`config.mk`:
```
export PLATFORM = sky130hd
export DESIGN_NAME = arbiter_l1_nport
export DESIGN_NICKNAME = d
export VERILOG_FILES = /design/src/rtl/arbiter_l1_nport.sv
export SDC_FILE = /design/constraint.sdc
export NUM_CORES = 1
export LEC_CHECK = 0
export BUFFER_PORTS_ARGS = -buffer_cell sky130_fd_sc_hd__buf_2
export CORE_ASPECT_RATIO = 0.5
export CORE_MARGIN = 2
export CORE_UTILIZATION = 35
export CTS_BUF_LIST = sky130_fd_sc_hd__clkbuf_2
export CTS_CLUSTER_DIAMETER = 150
export DETAILED_ROUTE_END_ITERATION = 7
export MAX_ROUTING_LAYER = met4
export PLACE_DENSITY = 0.65
export SLEW_MARGIN = 20
export SYNTH_ARGS = -nofsm -noshare
export SYNTH_HDL_FRONTEND = slang
export SYNTH_SLANG_ARGS = --single-unit
```
`constraint.sdc`:
```
create_clock -name clk -period 5.31 [get_ports clk]
set_clock_uncertainty 0.2 [all_clocks]
set_input_delay 0.531 -clock clk [delete_from_list [all_inputs] [get_ports clk]]
set_output_delay 0.531 -clock clk [all_outputs]
set_load 0.1 [all_outputs]
```
`src/rtl/arbiter_l1_nport.sv`:
```
// N-port L1-to-L2 arbiter: per-port requests are captured into an in-order queue and issued
// one at a time over a four-phase ce/RDY handshake. Define ARB_STATS_EN to add per-port grant counters.
module arbiter_l1_nport #(
  parameter int NUM_PORTS   = 2,
  parameter int DATA_W      = 32,
  parameter int ADDR_W      = 24,
  parameter int QUEUE_DEPTH = 4
) (
  input  logic                          clk,
  input  logic                          rst_n,
  input  logic [NUM_PORTS*DATA_W-1:0]   data_in,
  input  logic [NUM_PORTS*ADDR_W-1:0]   addr,
  input  logic [NUM_PORTS-1:0]          rw,
  input  logic [NUM_PORTS-1:0]          ce,
  input  logic [NUM_PORTS-1:0]          pro,
  output logic [NUM_PORTS*DATA_W-1:0]   data_out,
  output logic [NUM_PORTS-1:0]          RDY,
  output logic [ADDR_W-1:0]             addr_low,
  output logic [DATA_W-1:0]             data_low_out,
  input  logic [DATA_W-1:0]             data_low_in,
  output logic                          rw_low,
  output logic                          ce_low,
  input  logic                          RDY_low
`ifdef ARB_STATS_EN
  ,
  output logic [NUM_PORTS*16-1:0]       stat_grants
`endif
);

  localparam int PW = (NUM_PORTS > 1) ? $clog2(NUM_PORTS) : 1;
  localparam int QW = $clog2(QUEUE_DEPTH);
  localparam int CW = QW + 1;

  typedef enum logic [1:0] {
    S_IDLE,
    S_REQ,
    S_REL
  } state_t;

  state_t state_reg, state_next;

  logic [ADDR_W-1:0] port_addr [NUM_PORTS];
  logic [DATA_W-1:0] port_data [NUM_PORTS];

  logic [ADDR_W-1:0] q_addr [QUEUE_DEPTH];
  logic [DATA_W-1:0] q_data [QUEUE_DEPTH];
  logic              q_rw   [QUEUE_DEPTH];
  logic [PW-1:0]     q_id   [QUEUE_DEPTH];

  logic [QW-1:0]        wr_ptr_reg, wr_ptr_next;
  logic [QW-1:0]        rd_ptr_reg, rd_ptr_next;
  logic [CW-1:0]        count_reg, count_next;
  logic [NUM_PORTS-1:0] pending_reg, pending_next;
  logic [PW-1:0]        rr_ptr_reg, rr_ptr_next;

  logic [ADDR_W-1:0]    addr_low_reg;
  logic [DATA_W-1:0]    data_low_reg;
  logic                 rw_low_reg;
  logic                 ce_low_reg;
  logic [PW-1:0]        cur_id_reg;
  logic [NUM_PORTS-1:0] rdy_reg;

  logic [NUM_PORTS-1:0] elig;
  logic [NUM_PORTS-1:0] pro_elig;
  logic [NUM_PORTS-1:0] cand;
  logic [NUM_PORTS-1:0] win_onehot;
  logic [NUM_PORTS-1:0] done_onehot;
  logic [PW-1:0]        win_idx;
  logic [PW-1:0]        scan_idx;
  logic                 win_found;
  logic                 full;
  logic                 enq;
  logic                 load_head;
  logic                 complete;

  genvar gi;
  generate
    for (gi = 0; gi < NUM_PORTS; gi++) begin : g_port_slice
      assign port_addr[gi] = addr[gi*ADDR_W +: ADDR_W];
      assign port_data[gi] = data_in[gi*DATA_W +: DATA_W];
    end
  endgenerate

  // A port still showing RDY is finishing; its ce belongs to the completed request.
  assign elig     = ce & ~pending_reg & ~rdy_reg;
  assign pro_elig = elig & pro;
  assign cand     = (|pro_elig) ? pro_elig : elig;
  assign full     = (count_reg == CW'(QUEUE_DEPTH));

  always_comb begin
    win_found = 1'b0;
    win_idx   = '0;
    scan_idx  = '0;
    for (int i = 0; i < NUM_PORTS; i++) begin
      scan_idx = PW'((int'(rr_ptr_reg) + i) % NUM_PORTS);
      if (!win_found && cand[scan_idx]) begin
        win_found = 1'b1;
        win_idx   = scan_idx;
      end
    end
  end

  assign enq         = win_found && !full;
  assign win_onehot  = enq ? (NUM_PORTS'(1) << win_idx) : '0;
  assign done_onehot = complete ? (NUM_PORTS'(1) << cur_id_reg) : '0;

  always_comb begin
    wr_ptr_next  = wr_ptr_reg;
    rd_ptr_next  = rd_ptr_reg;
    count_next   = count_reg;
    rr_ptr_next  = rr_ptr_reg;
    pending_next = (pending_reg | win_onehot) & ~done_onehot;
    if (enq) begin
      wr_ptr_next = wr_ptr_reg + QW'(1);
      rr_ptr_next = (win_idx == PW'(NUM_PORTS - 1)) ? '0 : win_idx + PW'(1);
    end
    if (complete) begin
      rd_ptr_next = rd_ptr_reg + QW'(1);
    end
    case ({enq, complete})
      2'b10:   count_next = count_reg + CW'(1);
      2'b01:   count_next = count_reg - CW'(1);
      default: count_next = count_reg;
    endcase
  end

  always_ff @(posedge clk or negedge rst_n) begin
    if (!rst_n) begin
      wr_ptr_reg  <= '0;
      rd_ptr_reg  <= '0;
      count_reg   <= '0;
      pending_reg <= '0;
      rr_ptr_reg  <= '0;
    end else begin
      wr_ptr_reg  <= wr_ptr_next;
      rd_ptr_reg  <= rd_ptr_next;
      count_reg   <= count_next;
      pending_reg <= pending_next;
      rr_ptr_reg  <= rr_ptr_next;
    end
  end

  // Queue storage carries no reset so it can map onto RAM.
  always_ff @(posedge clk) begin
    if (enq) begin
      q_addr[wr_ptr_reg] <= port_addr[win_idx];
      q_data[wr_ptr_reg] <= port_data[win_idx];
      q_rw[wr_ptr_reg]   <= rw[win_idx];
      q_id[wr_ptr_reg]   <= win_idx;
    end
  end

  always_ff @(posedge clk or negedge rst_n) begin
    if (!rst_n) begin
      state_reg <= S_IDLE;
    end else begin
      state_reg <= state_next;
    end
  end

  always_comb begin
    state_next = state_reg;
    load_head  = 1'b0;
    complete   = 1'b0;
    case (state_reg)
      S_IDLE: begin
        if (count_reg != '0) begin
          load_head  = 1'b1;
          state_next = S_REQ;
        end
      end
      S_REQ: begin
        if (RDY_low) begin
          complete   = 1'b1;
          state_next = S_REL;
        end
      end
      S_REL: begin
        if (!RDY_low) begin
          state_next = S_IDLE;
        end
      end
      default: state_next = S_IDLE;
    endcase
  end

  always_ff @(posedge clk or negedge rst_n) begin
    if (!rst_n) begin
      addr_low_reg <= '0;
      data_low_reg <= '0;
      rw_low_reg   <= 1'b0;
      ce_low_reg   <= 1'b0;
      cur_id_reg   <= '0;
      rdy_reg      <= '0;
    end else begin
      rdy_reg <= done_onehot;
      if (load_head) begin
        addr_low_reg <= q_addr[rd_ptr_reg];
        data_low_reg <= q_data[rd_ptr_reg];
        rw_low_reg   <= q_rw[rd_ptr_reg];
        cur_id_reg   <= q_id[rd_ptr_reg];
        ce_low_reg   <= 1'b1;
      end else if (complete) begin
        ce_low_reg <= 1'b0;
      end
    end
  end

  generate
    for (gi = 0; gi < NUM_PORTS; gi++) begin : g_port_out
      logic [DATA_W-1:0] rdata_reg;

      always_ff @(posedge clk or negedge rst_n) begin
        if (!rst_n) begin
          rdata_reg <= '0;
        end else if (complete && rw_low_reg && (cur_id_reg == PW'(gi))) begin
          rdata_reg <= data_low_in;
        end
      end

      assign data_out[gi*DATA_W +: DATA_W] = rdata_reg;

`ifdef ARB_STATS_EN
      logic [15:0] grant_cnt_reg;

      // Saturates rather than wrapping so a long run never reads back as few grants.
      always_ff @(posedge clk or negedge rst_n) begin
        if (!rst_n) begin
          grant_cnt_reg <= '0;
        end else if (rdy_reg[gi] && (grant_cnt_reg != 16'hFFFF)) begin
          grant_cnt_reg <= grant_cnt_reg + 16'd1;
        end
      end

      assign stat_grants[gi*16 +: 16] = grant_cnt_reg;
`endif
    end
  endgenerate

  assign RDY          = rdy_reg;
  assign addr_low     = addr_low_reg;
  assign data_low_out = data_low_reg;
  assign rw_low       = rw_low_reg;
  assign ce_low       = ce_low_reg;

endmodule

```
---- Yosys cells after proc, flatten, opt, wreduce, memory -nomap -nowiden ----
Memories as Yosys holds them, arrays and structs flattened. A register that Yosys moved wholly into a read port is not among the register bits.
Cells that the tools add are included.
operators by class
  reductions and logical operators ........ 17
  equality and inequality tests ........... 8
  bitwise logic cells ..................... 10
  order comparisons ....................... 4
  mux-type cells .......................... 33
  add/sub/neg operators ................... 6
  shifts and indexed selects .............. 2
operators by type and width
  kind                                                        number
  two-way mux 32 bit                                          3
  two-way mux 24 bit                                          3
  two-way mux 1 bit                                           19
  two-way mux 2 bit                                           6
  AND 2 bit                                                   4
  zero test 1 bit                                             6
  less-than comparator 1 x 2 -> 1 bit, second input constant  3
  != test 2 bit, second input constant                        3
  inverter 2 bit                                              3
  one-hot mux 2 bit (3 select lines)                          1
  one-hot mux 3 bit (2 select lines)                          1
  logical AND 1 bit                                           5
  adder 2 x 1 -> 2 bit, second input constant                 2
  equality test 2 x 1 -> 1 bit, second input constant         2
  equality test 2 bit, second input constant                  2
  nonzero test 2 bit                                          2
  << shifter 1 x 1 -> 2 bit, first input constant             2
  adder 3 x 1 -> 3 bit, second input constant                 1
  equality test 3 bit, second input constant                  1
  AND reduction 3 bit                                         1
  nonzero test 3 bit                                          1
  subtractor 3 x 1 -> 3 bit, second input constant            1
  adder 1 bit, second input constant                          2
  greater-or-equal comparator 2 bit, second input constant    1
  other kinds (5)                                             5
storage, ports and cells
  bits in writable memories ............... 232
  memories ................................ 4
  logic and storage cells ................. 94
  flip-flop bits (word level) ............. 79
memories
  name    depth  bits a word  rd ports  clocked after Yosys merged registers in  wr ports  RTL line  text
  q_data  4      32           1         1                                        1         46        logic [DATA_W-1:0] q_data [QUEUE_DEPTH];
  q_addr  4      24           1         1                                        1         45        logic [ADDR_W-1:0] q_addr [QUEUE_DEPTH];
  q_id    4      1            1         1                                        1         48        logic [PW-1:0] q_id [QUEUE_DEPTH];
  q_rw    4      1            1         1                                        1         47        logic q_rw [QUEUE_DEPTH];

---- Longest topological paths before layout ----
  depth in word-level cells ............... 16
  mapped depth ............................ 9
  mapped depth without buffers ............ 9

---- Least setup slack after synthesis ----
Ideal clock, no wire load.
  kind .................................... reg2reg
  from .................................... reg rdy_reg[1], in the netlist RDY[1]
  to ...................................... mem q_addr[0][0], enable pin
  slack ................................... 1.739 ns
  stages on the path, launching flop included .. 4
  clock period less this slack ............ 3.571 ns
  data required time ...................... 4.688 ns
  arrival ................................. 2.949 ns
  library setup time ...................... 0.422 ns
  cells stage by stage .................... dfrtp_1 -> or3b_4 -> a21oi_2 -> and2_1
between the ends
  word-level cells in the longest chain between the ends .. 14
ends and longest elaborated chain
  element                                               RTL line  text
  start, declared                                       61        logic [NUM_PORTS-1:0] rdy_reg;
  start signal, assigned                                196       rdy_reg <= done_onehot;
  inverter 2 bit *                                      85        assign elig = ce & ~pending_reg & ~rdy_reg;
  AND 2 bit *                                           85
  AND 2 bit                                             86        assign pro_elig = elig & pro;
  OR reduction 2 bit                                    87        assign cand = (|pro_elig) ? pro_elig : elig;
  two-way mux 2 bit *                                   87
  two-way mux 1 bit (implied by the code) (2 in a row)  96        if (!win_found && cand[scan_idx]) begin
  two-way mux 1 bit                                     96
  zero test 1 bit                                       96
  logical AND 1 bit                                     96
  two-way mux 1 bit *                                   96
  logical AND 1 bit *                                   103       assign enq = win_found && !full;
  two-way mux 1 bit *                                   145       if (enq) begin
  two-way mux 1 bit (implied by the code) *             146       q_addr[wr_ptr_reg] <= port_addr[win_idx];
  end, declared                                         45
Mark *: on every way between the ends. The rest lies on a longest branch, timed or not. The select of a mux whose other input is x is not followed.

---- Worst setup path in the final report ----
  from .................................... reg pending_reg[1]
  to ...................................... mem q_data[3][9], data pin
between the ends
  word-level cells in the longest chain between the ends .. 16
ends and longest elaborated chain
  element                                                  RTL line  text
  start, declared                                          53        logic [NUM_PORTS-1:0] pending_reg, pending_next;
  start signal, assigned                                   138       pending_reg <= pending_next;
  inverter 2 bit *                                         85
  AND 2 bit * (2 in a row)                                 85
  AND 2 bit                                                86
  OR reduction 2 bit                                       87
  two-way mux 2 bit *                                      87
  two-way mux 1 bit (implied by the code) (2 in a row)     96
  two-way mux 1 bit                                        96
  zero test 1 bit                                          96
  logical AND 1 bit                                        96
  two-way mux 1 bit *                                      96
  inverter 1 -> 2 bit (implied by the code) *              147       q_data[wr_ptr_reg] <= port_data[win_idx];
  two-way mux 32 bit (implied by the code) * (3 in a row)  147
  end, declared                                            46
Marked as above.

==> PnR_summary.wiki <==
{| class="wikitable"
! Metric !! Value
|-
| Status || finished clean
|-
| Clock input transition at the sequential cells of the worst setup and hold paths || 110 ps
|-
| Post-Syn Area per Cell || 20.5 µm²
|-
| RD Place Congestion || around 0.76
|-
| Area of the core || 0.0404 mm²
|-
| Headroom to the max-slew limit || 28.5%
|-
| Fmax || 307 MHz
|-
| Most frequent standard cell in the layout excluding fill and tap cells || buf_2
|-
| Global route total overflow || 0
|-
| Number of clock sinks seen by CTS || 369
|-
| Capturing element of the worst setup path || q_data[3][9]
|-
| Via-per-instance ratio || between 4 and 5
|-
| Number of antenna violations at the first check in global routing || 6
|-
| Proportion of layout cells with a drive suffix above 1 || 49.3%
|-
| YS warnings || 0
|-
| Number of setup buffers added after CTS || 0
|-
| Crit Path Max Fanout || 61
|-
| Chip height || 147 µm
|-
| HPWL after detailed placement || 20300 µm
|-
| Final number of setup-violating endpoints || 0
|-
| Fin Setup TNS || 0 ps
|-
| Reg-to-reg critical path startpoint || pending_reg[1]
|-
| CP delay by family, top || buffers and inverters
|-
| Synth area leaders || edfxtp_1, dfrtp_1, mux2_2
|-
| TritonCTS Buffers || 86
|-
| Vias after detailed routing || 8375
|-
| 1st-iter DRT viols || around 440
|-
| Number of global-route vias before repair || 9373
|-
| Type of origin of the critical path || flop
|-
| Net total in the final layout || around 1400
|-
| TritonCTS clock tree || yes
|-
| Number of primary I/O pins || 277
|-
| Critical path data required time || approximately 5800 ps
|-
| Final period demand of the worst path || 3260 ps
|-
| Routed wire length per instance || 18.5 µm
|-
| Flip-flop count of the largest register, all copies and words added || 128
|-
| Die Area || about 0.043 mm²
|-
| Insertion delay to the later sink of the worst-skew pair || 990 ps
|-
| Cell with the largest stage delay on the worst path || buf_4
|-
| Least-Margin Pin Slew || 1070 ps
|-
| Pin count of the biggest net entering global routing || 112
|-
| Number of nets with antenna violations after detailed routing || 0
|-
| Endpoint of the most critical register-to-register path || q_data[3][9]
|-
| CTS H-tree depth || 3
|-
| Number of different library cells in the post-synthesis netlist || 36
|-
| Unrepaired setup endpoints after global routing || no
|-
| Max-slew violation count || 0
|-
| Fillcell total || 3487
|-
| Crit path kind || flop to flop
|-
| Clock root cell || clkbuf_2
|-
| Relative area change from synthesis to final layout || 31.0%
|-
| Critical path buffers and inverters || 2
|-
| Site Rows || 52
|-
| Cell depth of the worst setup path || 5
|-
| Delay contributed by the slowest stage of the critical path || 740 ps
|-
| Maximum buffer depth of the clock tree || 3
|-
| Slack of the worst reg-to-reg path || 2050 ps
|-
| Post-synth net total || roughly 860
|-
| Final wirelength || 33600 µm
|-
| Total of buffers placed on input and output ports || between 200 and 300
|-
| Portion of synthesized cell area occupied by the leading cell type || 48.7%
|-
| First-pass GRT wire length || between 50000 and 60000 µm
|-
| First-pass iteration count of the detailed router || 4
|-
| Die span in x || roughly 290 µm
|-
| CP Data Arrival Time || approximately 3700 ps
|-
| Register-to-Register Path Depth || 5
|-
| Cell Chain, Critical Path || or3b_4, a21oi_4, buf_4, mux2_1, dlygate4sd3_1
|-
| Number of cells produced by synthesis || about 700
|-
| Area leader, netlist || edfxtp_1
|-
| Flops & latches, synth || roughly 370
|-
| DRC || 0
|-
| Final hold violation count || 0
|-
| Netlist Area Pre-Place || 0.0143 mm²
|-
| Crit. Startpoint || pending_reg[1]
|-
| Count of max-cap constraint violations || 0
|-
| Initial core utilization || 35.4%
|-
| Sequential fraction of the synthesis area || 72.6%
|-
| Commonest non-fill, non-tap cells in the layout || buf_2, edfxtp_1, dlygate4sd3_1
|-
| Capturing element type of the critical path || flop
|-
| Crit share post-route || 61.3%
|-
| GRT Total Usage || 16.4%
|-
| Worst Hold Class || input port to asynchronous set/reset pin
|}
-- cells in the mapped netlist --
cell,n
xor2_1,2
nand3_1,1
inv_2,1
nor3_1,1
nand2b_1,2
fa_1,1
mux4_2,58
a21oi_2,2
nor2_1,3
a21boi_0,1
ha_1,5
dfrtp_1,137
mux2_1,59
xnor2_1,4
mux2i_1,1
clkbuf_1,7
nor3b_1,2
o21ba_2,1
edfxtp_1,232
o21ai_0,3
maj3_2,1
a211oi_1,1
mux2_2,120
nor2_2,1
or3b_1,1
a21oi_1,1
buf_6,3
or3b_4,1
nand2_1,5
and2_1,5
or3_1,1
buf_4,6
nand3b_1,1
inv_1,9
a2bb2oi_1,1
buf_2,17
-- per-stage QoR --
stage	instances	instance area [µm²]	hold slack [ps]	utilization, %	setup slack (ps)
after floorplan	697	14300	35.4	-	1740
after global placement	1493	16300	263	40.4	2150
after detailed placement	1493	16300	272	40.4	2050
after CTS	1806	18700	2.17	46.3	2050
after global routing	1813	18700	14.0	46.4	1950
final	1813	18700	60.3	46.4	2050
-- worst register-to-register path, delay by kind of cell (launching register included) --
kind | cells | cell delay (ps)
buffers and inverters | 2 | 1350
muxes | 1 | 450
and+or+nand+nor | 1 | 440
DFF | 1 | 400
AOI/OAI and AO/OA | 1 | 110
-- layer usage --
metal | track usage [%] | vias up | routed length [µm]
met1 | 17.5 | 4294 | 12800
met3 | 3.98 | 71 | 1420
li1 | - | 3797 | -
met2 | 29.1 | 213 | 18400
met4 | 7.47 | 0 | 987
met5 | - | - | 0
-- cell type report --
cell class / instances / area (µm²) / area share [%]
antenna: 6 / 15.0 / 0.0801
clock buffer: 135 / 676 / 3.60
clock inverter: 23 / 161 / 0.861
inverter: 10 / 37.5 / 0.200
multi-input combinational: 285 / 3710 / 19.8
sequential: 369 / 10400 / 55.5
tap: 540 / 676 / 3.60
timing repair buffer: 445 / 3070 / 16.4
-- worst min-delay path by stage --
stage	start	end	slack, ps
detailed placement	ce_low	ce_low	270
global placement	ce_low	ce_low	260
finish	rst_n	g_port_out[1].rdata_reg[1]	60
global route	data_low_in[7]	g_port_out[0].rdata_reg[7]	10
floorplan	rst_n	RDY[0]	40
CTS	data_low_in[5]	g_port_out[1].rdata_reg[5]	2
-- what timing repair did --
| item | CTS | global route |
|---|---|---|
| hold buffers | 155 | 0 |
| resized for setup | 0 | 0 |
| endpoints found under the hold margin | 414 | 0 |
-- cells by family (layout without fill, tap and decap cells) --
kind of cell	Yosys count	after routing	share of synthesized area [%]
buf+inv	43	613	1.59
compound gates	10	10	0.498
other cells	0	6	0
flops	369	369	72.6
mux	238	238	23.3
fa+ha+maj	7	7	0.656
simple gates	24	24	0.970
xor+xnor	6	6	0.367
Power is not shown: default switching activity piles up to over one toggle a cycle in this logic, so the estimate is an artifact.
